===== src/rtl/pla_exhaustive_tester.sv =====
// Exhaustive sweep harness for an N_IN-input, single-output netlist.
// Drives x_out through every vector, then compacts y_in into a count and a MISR.
// Ports: clk, rst_n (async low), start, expected_ones -> x_out, busy, done,
//        ones_count, signature, match; y_in is the netlist output y0.
module pla_exhaustive_tester #(
  parameter int          N_IN   = 9,
  parameter int          SETTLE = 1,
  parameter int          SIG_W  = 16,
  parameter logic [31:0] POLY   = 32'h1021
) (
  input  logic              clk,
  input  logic              rst_n,
  input  logic              start,
  input  logic [N_IN:0]     expected_ones,
  output logic [N_IN-1:0]   x_out,
  input  logic              y_in,
  output logic              busy,
  output logic              done,
  output logic [N_IN:0]     ones_count,
  output logic [SIG_W-1:0]  signature,
  output logic              match
);

  localparam logic [1:0] S_IDLE   = 2'd0;
  localparam logic [1:0] S_DRIVE  = 2'd1;
  localparam logic [1:0] S_SAMPLE = 2'd2;
  localparam logic [1:0] S_DONE   = 2'd3;

  localparam logic [SIG_W-1:0] L_POLY = POLY[SIG_W-1:0];
  localparam logic [3:0]       L_LAST = 4'(SETTLE - 1);

  logic [1:0]       r_state;
  logic [3:0]       r_cnt;
  logic [N_IN-1:0]  r_x;
  logic [N_IN:0]    r_ones;
  logic [SIG_W-1:0] r_sig;
  logic             r_busy;
  logic             r_done;

  logic [SIG_W-1:0] w_sig_nxt;
  logic             w_last;

  // Galois-style MISR step with y_in folded into bit 0
  assign w_sig_nxt = {r_sig[SIG_W-2:0], 1'b0}
                   ^ (r_sig[SIG_W-1] ? L_POLY : '0)
                   ^ SIG_W'(y_in);
  assign w_last = &r_x;

  always_ff @(posedge clk or negedge rst_n) begin
    if (!rst_n) begin
      r_state <= S_IDLE;
      r_cnt   <= '0;
      r_x     <= '0;
      r_ones  <= '0;
      r_sig   <= '0;
      r_busy  <= 1'b0;
      r_done  <= 1'b0;
    end else begin
      unique case (r_state)
        S_IDLE, S_DONE: begin
          if (start) begin
            r_state <= S_DRIVE;
            r_cnt   <= '0;
            r_x     <= '0;
            r_ones  <= '0;
            r_sig   <= '0;
            r_busy  <= 1'b1;
            r_done  <= 1'b0;
          end
        end
        S_DRIVE: begin
          r_cnt <= r_cnt + 4'd1;
          if (r_cnt == L_LAST) r_state <= S_SAMPLE;
        end
        S_SAMPLE: begin
          r_ones <= r_ones + (N_IN+1)'(y_in);
          r_sig  <= w_sig_nxt;
          if (w_last) begin
            r_state <= S_DONE;
            r_busy  <= 1'b0;
            r_done  <= 1'b1;
          end else begin
            r_state <= S_DRIVE;
            r_x     <= r_x + N_IN'(1);
            r_cnt   <= '0;
          end
        end
        default: r_state <= S_IDLE;
      endcase
    end
  end

  assign x_out      = r_x;
  assign busy       = r_busy;
  assign done       = r_done;
  assign ones_count = r_ones;
  assign signature  = r_sig;
  assign match      = r_done && (r_ones == expected_ones);

endmodule

===== config.mk =====
export PLATFORM = sky130hd
export DESIGN_NAME = pla_exhaustive_tester
export DESIGN_NICKNAME = d
export VERILOG_FILES = /design/src/rtl/pla_exhaustive_tester.sv
export SDC_FILE = /design/constraint.sdc
export NUM_CORES = 1
export LEC_CHECK = 0
export CELL_PAD_IN_SITES_DETAIL_PLACEMENT = 0
export CELL_PAD_IN_SITES_GLOBAL_PLACEMENT = 1
export CORE_AREA = 10 10 88 90
export CTS_CLUSTER_DIAMETER = 60
export DETAILED_ROUTE_END_ITERATION = 6
export DIE_AREA = 0 0 98 100
export PLACE_DENSITY_LB_ADDON = 0.1
export SETUP_SLACK_MARGIN = 0.3
export SLEW_MARGIN = 20
export SYNTH_ARGS = -nofsm -noshare
export SYNTH_HDL_FRONTEND = slang
export SYNTH_SLANG_ARGS = --single-unit

===== constraint.sdc =====
create_clock -name clk -period 2.4 [get_ports clk]
set_input_delay 0.36 -clock clk [delete_from_list [all_inputs] [get_ports clk]]
set_output_delay 0.36 -clock clk [all_outputs]
set_load 0.1 [all_outputs]

==> impl_metrics.env, run 1 <==
export IMPL_worstSetupPathType="register to register"
export IMPL_fillers=580
export IMPL_grt_usage_pct=10.7
export IMPL_path_max_fanout=11
export IMPL_fin_tns_setup_ps=0
export IMPL_ys_types=31
export IMPL_yosysWarningCount=0
export IMPL_cap_violations=0
export IMPL_maxSlewViolCount=0
export IMPL_port_buffer_count=51
export IMPL_area_growth_pct=31.2
export IMPL_cp_required_ps=2600
export IMPL_wire_per_inst_um=15.5
export IMPL_clk_insertion_delay_late_ps=310
export IMPL_grt_pass1_wl_mm=8.76
export IMPL_yosysSeqAreaShare_pct=48.5
export IMPL_cp_arrival_ps=2220
export IMPL_hold_viol=0
export IMPL_antenna_cells=0
export IMPL_p_leak_nw=1.32
export IMPL_fin_ws_ps=377
export IMPL_path_buf_inv=1
export IMPL_drc=0
export IMPL_synth_edff_count=0
export IMPL_first_iter_violations=52
export IMPL_worst_r2r_startpoint="r_state[0]"
export IMPL_reg2reg_depth=6
export IMPL_start_util_pct=36.2
export IMPL_die_x_um=98
export IMPL_synth_avg_cell_area_um2=10.7
export IMPL_core_area_um2=6130
export IMPL_grt_max_degree=24
export IMPL_syn_num_nets=231
export IMPL_row_count=29
export IMPL_timing_critical_path_slowest_cell_delay_ps=540
export IMPL_cpMaxStageDelayCell="mux2i_4"
export IMPL_status="completed"
export IMPL_setup_viol=0
export IMPL_ys_seq_elements=43
export IMPL_hold_class="primary input to async pin"
export IMPL_vdd_ir_drop_max_v=0.000469
export IMPL_ys_flop_type="dfrtp_1"
export IMPL_grt_ovfl_total=0
export IMPL_maxSlewHeadroom_pct=56.7
export IMPL_clk_path_buf_depth=2
export IMPL_tightest_slew_ps=650
export IMPL_crit_path_end_kind="register"
export IMPL_cts_sinks=43
export IMPL_critPathLaunch="r_state[0]"
export IMPL_routed_via_density=5.03
export IMPL_fin_crit_sh_pct=84.3
export IMPL_power_density_nw_per_um2=822
export IMPL_wl_mm=5.25
export IMPL_cts_setup_buffers=0
export IMPL_critPathTopFamily="multiplexers"
export IMPL_worstPathCellList="inv_1 -> ha_1 -> mux2i_4 -> nor3_1 -> a21o_1 -> a22o_1"
export IMPL_ant_nets=0
export IMPL_fin_crit_ps=2020
export IMPL_fin_util_pct=47.5
export IMPL_die_area_um2=9800
export IMPL_antenna_found_initial=0
export IMPL_fmax_mhz=494
export IMPL_cp_num_cells=6
export IMPL_dieHeight_um=100
export IMPL_root_buffer="clkbuf_8"
export IMPL_vias=1705
export IMPL_rsz0062_at_grt="true"
export IMPL_endpoint="ones_count[4]"
export IMPL_drt_pass1_iterations=4
export IMPL_syn_inst=207
export IMPL_pre_cts_slack_ps=260
export IMPL_clkTransAtPathRegs_ps=100
export IMPL_cp_start_kind="register"
export IMPL_gp_congestion=0.747
export IMPL_layout_drive_gt1_share_pct=32.4
export IMPL_async_flop_share_pct=100
export IMPL_dp_hpwl_mm=3.85
export IMPL_pin_count=52
export IMPL_htreeDepth=2
export IMPL_cts_buffers=5
export IMPL_clock_skew_ps=14.3
export IMPL_rrSetupSlack_ps=380
export IMPL_nets=285
export IMPL_grt_pass1_vias=1714
export IMPL_synthesis_area_um2=2220
export IMPL_timing_rr_end="ones_count[4]"
export IMPL_tritoncts="done"
==> layout make-up <==
class | count | area [um2] | area share, %
multi-input cells | 148 | 1120 | 38.6
flip-flops and latches | 43 | 1100 | 37.9
repair buffers | 57 | 468 | 16.1
well taps | 77 | 96.3 | 3.31
clock buffers | 5 | 68.8 | 2.36
clock inverters | 3 | 26.3 | 0.902
inverters | 6 | 22.5 | 0.774
==> registers in the layout (all words and copies together) (netlist names) <==
signal	cells
signature	16
ones_count	10
x_out	9
r_cnt	4
r_state	2
busy	1
done	1
==> metal layers <==
metal	GRT usage [%]	part of all wire, %
met5	0	0
met4	3.02	1.1
met3	3.43	5.0
met2	15.8	45
met1	14.5	49
==> stage by stage <==
step	total power [mW]	cells	cell area, um2	hold WS, ps
after floorplan	1.60	207	2290	64.4
after global placement	1.87	330	2790	373
after detailed placement	1.87	330	2790	372
after CTS	2.42	339	2900	28.0
after global routing	2.54	339	2910	61.4
final	2.39	339	2910	16.7
==> layout by cell type, fill, tap and decap left out, types with 2 or more instances in the layout <==
master	n
xnor2_1	17
xnor2_2	2
mux2i_1	2
nand4_1	4
dfrtp_4	2
a21oi_1	5
a22o_1	27
dfrtp_2	17
mux2_2	2
a21o_1	3
nand3_1	8
mux2i_4	2
o21ai_0	5
clkdlybuf4s50_1	12
inv_1	6
buf_4	43
nor4_2	5
ha_1	10
nand2b_1	4
nand2_1	17
and2_1	2
xor2_1	3
nor2_1	15
inv_6	2
nor3_1	5
clkbuf_8	5
dfrtp_1	24
==> cell families (layout without fill, tap and decap cells) <==
| logic type | after synthesis | after routing | synth area share, % |
|---|---|---|---|
| DFF | 43 | 43 | 48.5 |
| adders and majority gates | 10 | 10 | 5.64 |
| AOI/OAI and AO/OA | 44 | 44 | 15.2 |
| muxes | 5 | 6 | 2.37 |
| xor gates and xnor gates | 22 | 22 | 8.69 |
| and+or+nand+nor | 66 | 66 | 16.0 |
| buffers and inverters | 17 | 71 | 3.55 |
==> worst register-to-register path, cell delays in order, from the launching register on <==
cell	delay, ps
dfrtp_1	380
inv_1	60
ha_1	510
mux2i_4	550
nor3_1	100
a21o_1	170
a22o_1	170
==> cells in the mapped netlist (all sizes together) (2+ instances only) <==
| library cell | count | area share [%] |
|---|---|---|
| a21o | 3 | 1.0 |
| a21oi | 5 | 1.1 |
| a22o | 27 | 11 |
| and2 | 2 | 0.56 |
| buf | 7 | 1.9 |
| clkbuf | 4 | 0.68 |
| dfrtp | 43 | 49 |
| ha | 10 | 5.6 |
| inv | 6 | 1.0 |
| mux2 | 2 | 1.0 |
| mux2i | 3 | 1.4 |
| nand2 | 17 | 2.9 |
| nand2b | 4 | 1.1 |
| nand3 | 8 | 1.8 |
| nand4 | 4 | 1.1 |
| nor2 | 15 | 2.5 |
| nor3 | 6 | 1.4 |
| nor4 | 6 | 3.1 |
| o21ai | 5 | 1.1 |
| xnor2 | 19 | 7.5 |
| xor2 | 3 | 1.2 |
==> worst min path at each step <==
| stage | cells past startpoint | to | slack (ps) |
|---|---|---|---|
| after floorplan | 0 | busy | 60 |
| after global placement | 1 | x_out[7] | 370 |
| after detailed placement | 1 | x_out[7] | 370 |
| after CTS | 1 | signature[3] | 30 |
| after global routing | 1 | done | 60 |
| final | 1 | signature[5] | 20 |
==> repair_timing <==
action,4_1_cts,5_1_grt
gates cloned,1,0
resized for setup,0,1
setup endpoints to repair,1,1
hold buffers,0,0
==> power by group <==
part           internal [mW]  total (mW)  switching, mW
clock network          0.214       0.502          0.288
registers              0.795       0.864         0.0690
logic                  0.331        1.03          0.696
(Power assumes the default switching activity.)
==> run 2: changes to the inputs <==
--- a/config.mk
+++ b/config.mk
@@ -7,10 +7,10 @@
 export LEC_CHECK = 0
 export CELL_PAD_IN_SITES_DETAIL_PLACEMENT = 0
 export CELL_PAD_IN_SITES_GLOBAL_PLACEMENT = 1
-export CORE_AREA = 10 10 88 90
+export CORE_AREA = 10 10 91 93
 export CTS_CLUSTER_DIAMETER = 60
 export DETAILED_ROUTE_END_ITERATION = 6
-export DIE_AREA = 0 0 98 100
+export DIE_AREA = 0 0 101 103
 export PLACE_DENSITY_LB_ADDON = 0.1
 export SETUP_SLACK_MARGIN = 0.3
 export SLEW_MARGIN = 20
==> constraint.sdc (replaced) <==
create_clock -name clk -period 1.62 [get_ports clk]
set_input_delay 0.243 -clock clk [delete_from_list [all_inputs] [get_ports clk]]
set_output_delay 0.243 -clock clk [all_outputs]
set_load 0.1 [all_outputs]
==> impl_metrics.env, run 2 (same netlist as run 1, synthesis figures left out) <==
export IMPL_status="finished with violations"
export IMPL_violations="setup timing"
export IMPL_row_count=30
export IMPL_htreeDepth=2
export IMPL_rrSetupSlack_ps=-130
export IMPL_cap_violations=0
export IMPL_power_density_nw_per_um2=1260
export IMPL_wire_per_inst_um=16.1
export IMPL_grt_pass1_wl_mm=11.0
export IMPL_cp_required_ps=1380
export IMPL_worstSetupPathType="register to output port"
export IMPL_path_max_fanout=2
export IMPL_antenna_cells=0
export IMPL_layout_drive_gt1_share_pct=57.0
export IMPL_tightest_slew_ps=568
export IMPL_fin_crit_sh_pct=110
export IMPL_first_iter_violations=40
export IMPL_wl_mm=6.48
export IMPL_fillers=488
export IMPL_timing_critical_path_slowest_cell_delay_ps=490
export IMPL_cts_sinks=43
export IMPL_rsz0062_at_grt="true"
export IMPL_whs_ps=467
export IMPL_cp_arrival_ps=1530
export IMPL_pin_count=52
export IMPL_fmax_mhz=563
export IMPL_crit_path_end_kind="output port"
export IMPL_drt_pass1_iterations=4
export IMPL_root_buffer="clkbuf_8"
export IMPL_maxSlewHeadroom_pct=62.1
export IMPL_vdd_ir_drop_max_v=0.000863
export IMPL_layout_cells_most_common="buf_12"
export IMPL_cts_buffers=5
export IMPL_p_leak_nw=1.94
export IMPL_vias=1982
export IMPL_cp_start_kind="register"
export IMPL_cpMaxStageDelayCell="dfrtp_4"
export IMPL_clk_insertion_delay_late_ps=290
export IMPL_drc=0
export IMPL_routed_via_density=4.92
export IMPL_clk_path_buf_depth=2
export IMPL_ant_nets=0
export IMPL_final_cell_mix="44 x buf_12, 27 x a22o_1, 27 x buf_6, 27 x buf_4, 22 x dfrtp_1"
export IMPL_largest_reg_flops=16
export IMPL_port_buffer_count=51
export IMPL_grt_ovfl_total=0
export IMPL_hold_class="primary input to async pin"
export IMPL_timing_rr_end="signature[6]"
export IMPL_place_area_um2=3680
export IMPL_tritoncts="done"
export IMPL_gp_congestion=0.747
export IMPL_core_area_um2=6570
export IMPL_start_util_pct=33.8
export IMPL_clock_skew_ps=4.38
export IMPL_die_area_um2=10400
export IMPL_clkTransAtPathRegs_ps=90
export IMPL_grt_max_degree=23
export IMPL_setup_viol=27
export IMPL_grt_usage_pct=13.2
export IMPL_antenna_found_initial=0
export IMPL_worst_r2r_startpoint="r_state[1]"
export IMPL_fin_total_pwr_mw=5.58
export IMPL_fin_crit_ps=1780
export IMPL_worstPathCellList="xnor2_1 -> nand4_1 -> nor3_4 -> buf_12"
export IMPL_dieHeight_um=103
export IMPL_nets=346
export IMPL_area_growth_pct=100
export IMPL_grt_pass1_vias=2066
export IMPL_die_x_um=101
export IMPL_reg2reg_depth=7
export IMPL_fin_tns_setup_ps=-2280
export IMPL_dp_hpwl_mm=4.27
export IMPL_pre_cts_slack_ps=-168
export IMPL_final_area_um2=4440
export IMPL_fin_ws_ps=-156
export IMPL_hold_viol=0
export IMPL_maxSlewViolCount=0
## run 2: metrics by stage
stage          cells  util (%)
3_3_place_gp     358      56.0
2_1_floorplan    207         -
3_5_place_dp     358      56.0
5_1_grt          403      67.6
6_report         403      67.6
4_1_cts          388      64.5
## run 2: timing repair
| action | CTS | global route |
|---|---|---|
| endpoints found under the hold margin | 21 | 0 |
| pin swaps | 38 | 27 |
| cloned | 5 | 2 |
| setup endpoints to repair | 53 | 56 |
| buffers inserted | 16 | 13 |
| hold buffers | 1 | 0 |
| resized for setup | 47 | 18 |
## run 2: worst max-delay path by stage
| stage | endpoint | startpoint | cells past startpoint |
|---|---|---|---|
| 6_report | match | ones_count[1] | 4 |
| 5_1_grt | x_out[7] | r_state[0] | 8 |
| 4_1_cts | match | ones_count[2] | 4 |
| 3_5_place_dp | ones_count[8] | y_in | 7 |
| 3_3_place_gp | ones_count[8] | y_in | 7 |
| 2_1_floorplan | match | ones_count[4] | 4 |
## run 2: metal layers
layer  vias to the layer above  track usage, %  routed length, um
li1                        974               -                  -
met1                       963            17.5               2920
met2                        43            20.1               3100
met3                         2            4.49                427
met4                         0            3.22                 31
met5                         -               0                  0
## run 2: layout make-up
cell class                 count  area (um2)  share of cell area, %
clock buffer                   6        82.6                   1.86
clock inverter                 2        35.0                  0.789
inverter                       6        22.5                  0.507
multi-input combinational    150        1440                   32.5
sequential                    43        1130                   25.4
tap                           80         100                   2.25
timing repair buffer         116        1630                   36.7
## run 2: worst max-delay path, delay by kind of cell (launching register included)
family | cells | cell delay (ps)
xor gates and xnor gates | 1 | 170
and+or+nand+nor | 2 | 370
buffers and inverters | 1 | 200
DFF | 1 | 490
## run 2: where the power goes
part           total (mW)  switching [mW]  internal (mW)
registers            1.30           0.113           1.19
clock network       0.899           0.399          0.500
logic                3.38            1.54           1.84
total                5.58            2.05           3.53
==> run 3: changes to the inputs <==
--- a/config.mk
+++ b/config.mk
@@ -7,13 +7,13 @@
 export LEC_CHECK = 0
 export CELL_PAD_IN_SITES_DETAIL_PLACEMENT = 0
 export CELL_PAD_IN_SITES_GLOBAL_PLACEMENT = 1
-export CORE_AREA = 10 10 91 93
+export CORE_AREA = 10 10 90 92
+export CTS_BUF_LIST = sky130_fd_sc_hd__clkbuf_4
 export CTS_CLUSTER_DIAMETER = 60
 export DETAILED_ROUTE_END_ITERATION = 6
-export DIE_AREA = 0 0 101 103
+export DIE_AREA = 0 0 100 102
 export PLACE_DENSITY_LB_ADDON = 0.1
 export SETUP_SLACK_MARGIN = 0.3
-export SLEW_MARGIN = 20
 export SYNTH_ARGS = -nofsm -noshare
 export SYNTH_HDL_FRONTEND = slang
 export SYNTH_SLANG_ARGS = --single-unit
==> impl_metrics.env, run 3 (same netlist as run 1, synthesis figures left out) <==
export IMPL_area_growth_pct=97.9
export IMPL_hold_viol=0
export IMPL_grt_ovfl_total=0
export IMPL_wl_mm=6.40
export IMPL_antenna_found_initial=0
export IMPL_power_density_nw_per_um2=1160
export IMPL_fmax_mhz=538
export IMPL_netSwitchingFraction_pct=38.3
export IMPL_grt_max_degree=44
export IMPL_maxSlewHeadroom_pct=76.2
export IMPL_fin_ws_ps=-240
export IMPL_cp_start_kind="register"
export IMPL_worst_r2r_startpoint="r_state[0]"
export IMPL_ant_nets=0
export IMPL_clockPowerShare_pct=13.8
export IMPL_grt_pass1_wl_mm=10.4
export IMPL_rsz0062_at_grt="true"
export IMPL_pwr_share_comb_pct=60.7
export IMPL_largest_reg_flops=16
export IMPL_cap_violations=0
export IMPL_place_area_um2=3660
export IMPL_dp_hpwl_mm=4.21
export IMPL_drt_pass1_iterations=4
export IMPL_internal_power_mw=3.16
export IMPL_layout_drive_gt1_share_pct=58.0
export IMPL_cpMaxStageDelayCell="dfrtp_4"
export IMPL_status="finished with violations"
export IMPL_row_count=29
export IMPL_cp_num_cells=4
export IMPL_drc=0
export IMPL_p_leak_nw=1.92
export IMPL_crit_path_end_kind="output port"
export IMPL_fin_util_pct=69.9
export IMPL_path_max_fanout=4
export IMPL_cp_arrival_ps=1620
export IMPL_fin_crit_sh_pct=115
export IMPL_vias=1997
export IMPL_start_util_pct=35.3
export IMPL_gp_congestion=0.726
export IMPL_die_area_um2=10200
export IMPL_first_iter_violations=71
export IMPL_path_buf_inv=1
export IMPL_worstSetupPathType="register to output port"
export IMPL_vdd_ir_drop_max_v=0.000903
export IMPL_cts_buffers=5
export IMPL_maxSlewViolCount=0
export IMPL_clock_skew_ps=9.49
export IMPL_critPathLaunch="ones_count[0]"
export IMPL_p_sw_mw=1.96
export IMPL_rrSetupSlack_ps=-120
export IMPL_grt_usage_pct=12.3
export IMPL_layout_cells_most_common="buf_12"
export IMPL_worstPathCellList="xnor2_2 -> nand3_2 -> nor3_4 -> buf_12"
export IMPL_dieHeight_um=102
export IMPL_clkTransAtPathRegs_ps=140
export IMPL_core_area_um2=6280
export IMPL_cts_sinks=43
export IMPL_setup_viol=34
export IMPL_pin_count=52
export IMPL_reg2reg_depth=7
export IMPL_root_buffer="clkbuf_4"
export IMPL_wire_per_inst_um=16.0
export IMPL_timing_rr_end="ones_count[3]"
export IMPL_critPathTopFamily="flip-flops"
export IMPL_fin_crit_ps=1860
export IMPL_htreeDepth=2
export IMPL_fillers=436
export IMPL_cp_required_ps=1380
export IMPL_hold_class="primary input to async pin"
export IMPL_routed_via_density=4.98
export IMPL_grt_pass1_vias=2033
export IMPL_endpoint="match"
export IMPL_die_x_um=100
export IMPL_final_cell_mix="42 x buf_12, 32 x buf_4, 27 x a22o_1"
export IMPL_tritoncts="done"
export IMPL_antenna_cells=0
export IMPL_violations="setup timing"
export IMPL_clk_insertion_delay_late_ps=360
export IMPL_nets=347
export IMPL_final_area_um2=4390
export IMPL_seqPwrFrac_pct=25.6
export IMPL_tightest_slew_ps=356
export IMPL_port_buffer_count=51
export IMPL_timing_critical_path_slowest_cell_delay_ps=550
export IMPL_clk_path_buf_depth=2
## run 3: through the flow
stage	hold WS, ps	setup TNS [ps]	setup slack, ps	power [mW]	instances
after global routing	399	-4190	-315	5.40	401
final	366	-1470	-240	5.11	401
after floorplan	-52.6	-2650	-501	2.65	207
after CTS	380	-1640	-256	4.85	386
after detailed placement	240	-953	-167	3.32	353
after global placement	240	-652	-147	3.32	353
## run 3: worst min path at each step
stage | start | endpoint | slack (ps) | cells past startpoint
3_3_place_gp | rst_n | ones_count[9] | 240 | 2
5_1_grt | rst_n | ones_count[5] | 400 | 3
2_1_floorplan | rst_n | busy | -50 | 0
3_5_place_dp | rst_n | ones_count[5] | 240 | 2
4_1_cts | rst_n | ones_count[5] | 380 | 3
6_report | rst_n | ones_count[9] | 370 | 3
## run 3: layout make-up
type	count	area, um2	area share (%)
Inverter	6	22.5	0.513
Clock inverter	3	43.8	0.998
Sequential cell	43	1130	25.7
Clock buffer	5	37.5	0.855
Timing Repair Buffer	119	1630	37.2
Multi-Input combinational cell	148	1430	32.6
Tap cell	77	96.3	2.19
## run 3: repair_timing
item | CTS | global route
gates resized for setup | 50 | 13
hold endpoints to repair | 43 | 0
cloned | 3 | 2
buffers inserted | 21 | 13
endpoints found under the setup margin | 57 | 60
hold buffers | 1 | 0
pin swaps | 15 | 34
## run 3: power by group through the flow
stage,clock network (mW),logic [mW],registers (mW)
after floorplan,0,0.981,1.67
after global placement,0,2.00,1.32
after detailed placement,0,2.00,1.32
after CTS,0.713,2.83,1.31
after global routing,0.771,3.30,1.32
final,0.703,3.10,1.31
## run 3: tightest hold or removal path: stages
cell and delay (ps):
dlygate4sd3_1 520, buf_2 120, buf_12 240
## run 3: layer usage
| metal | vias up | wire (um) | global-route usage [%] |
|---|---|---|---|
| met5 | - | 0 | 0 |
| met4 | 0 | 46 | 3.26 |
| met3 | 5 | 421 | 4.18 |
| met2 | 49 | 3160 | 20.0 |
| met1 | 970 | 2770 | 15.3 |
| li1 | 973 | - | - |
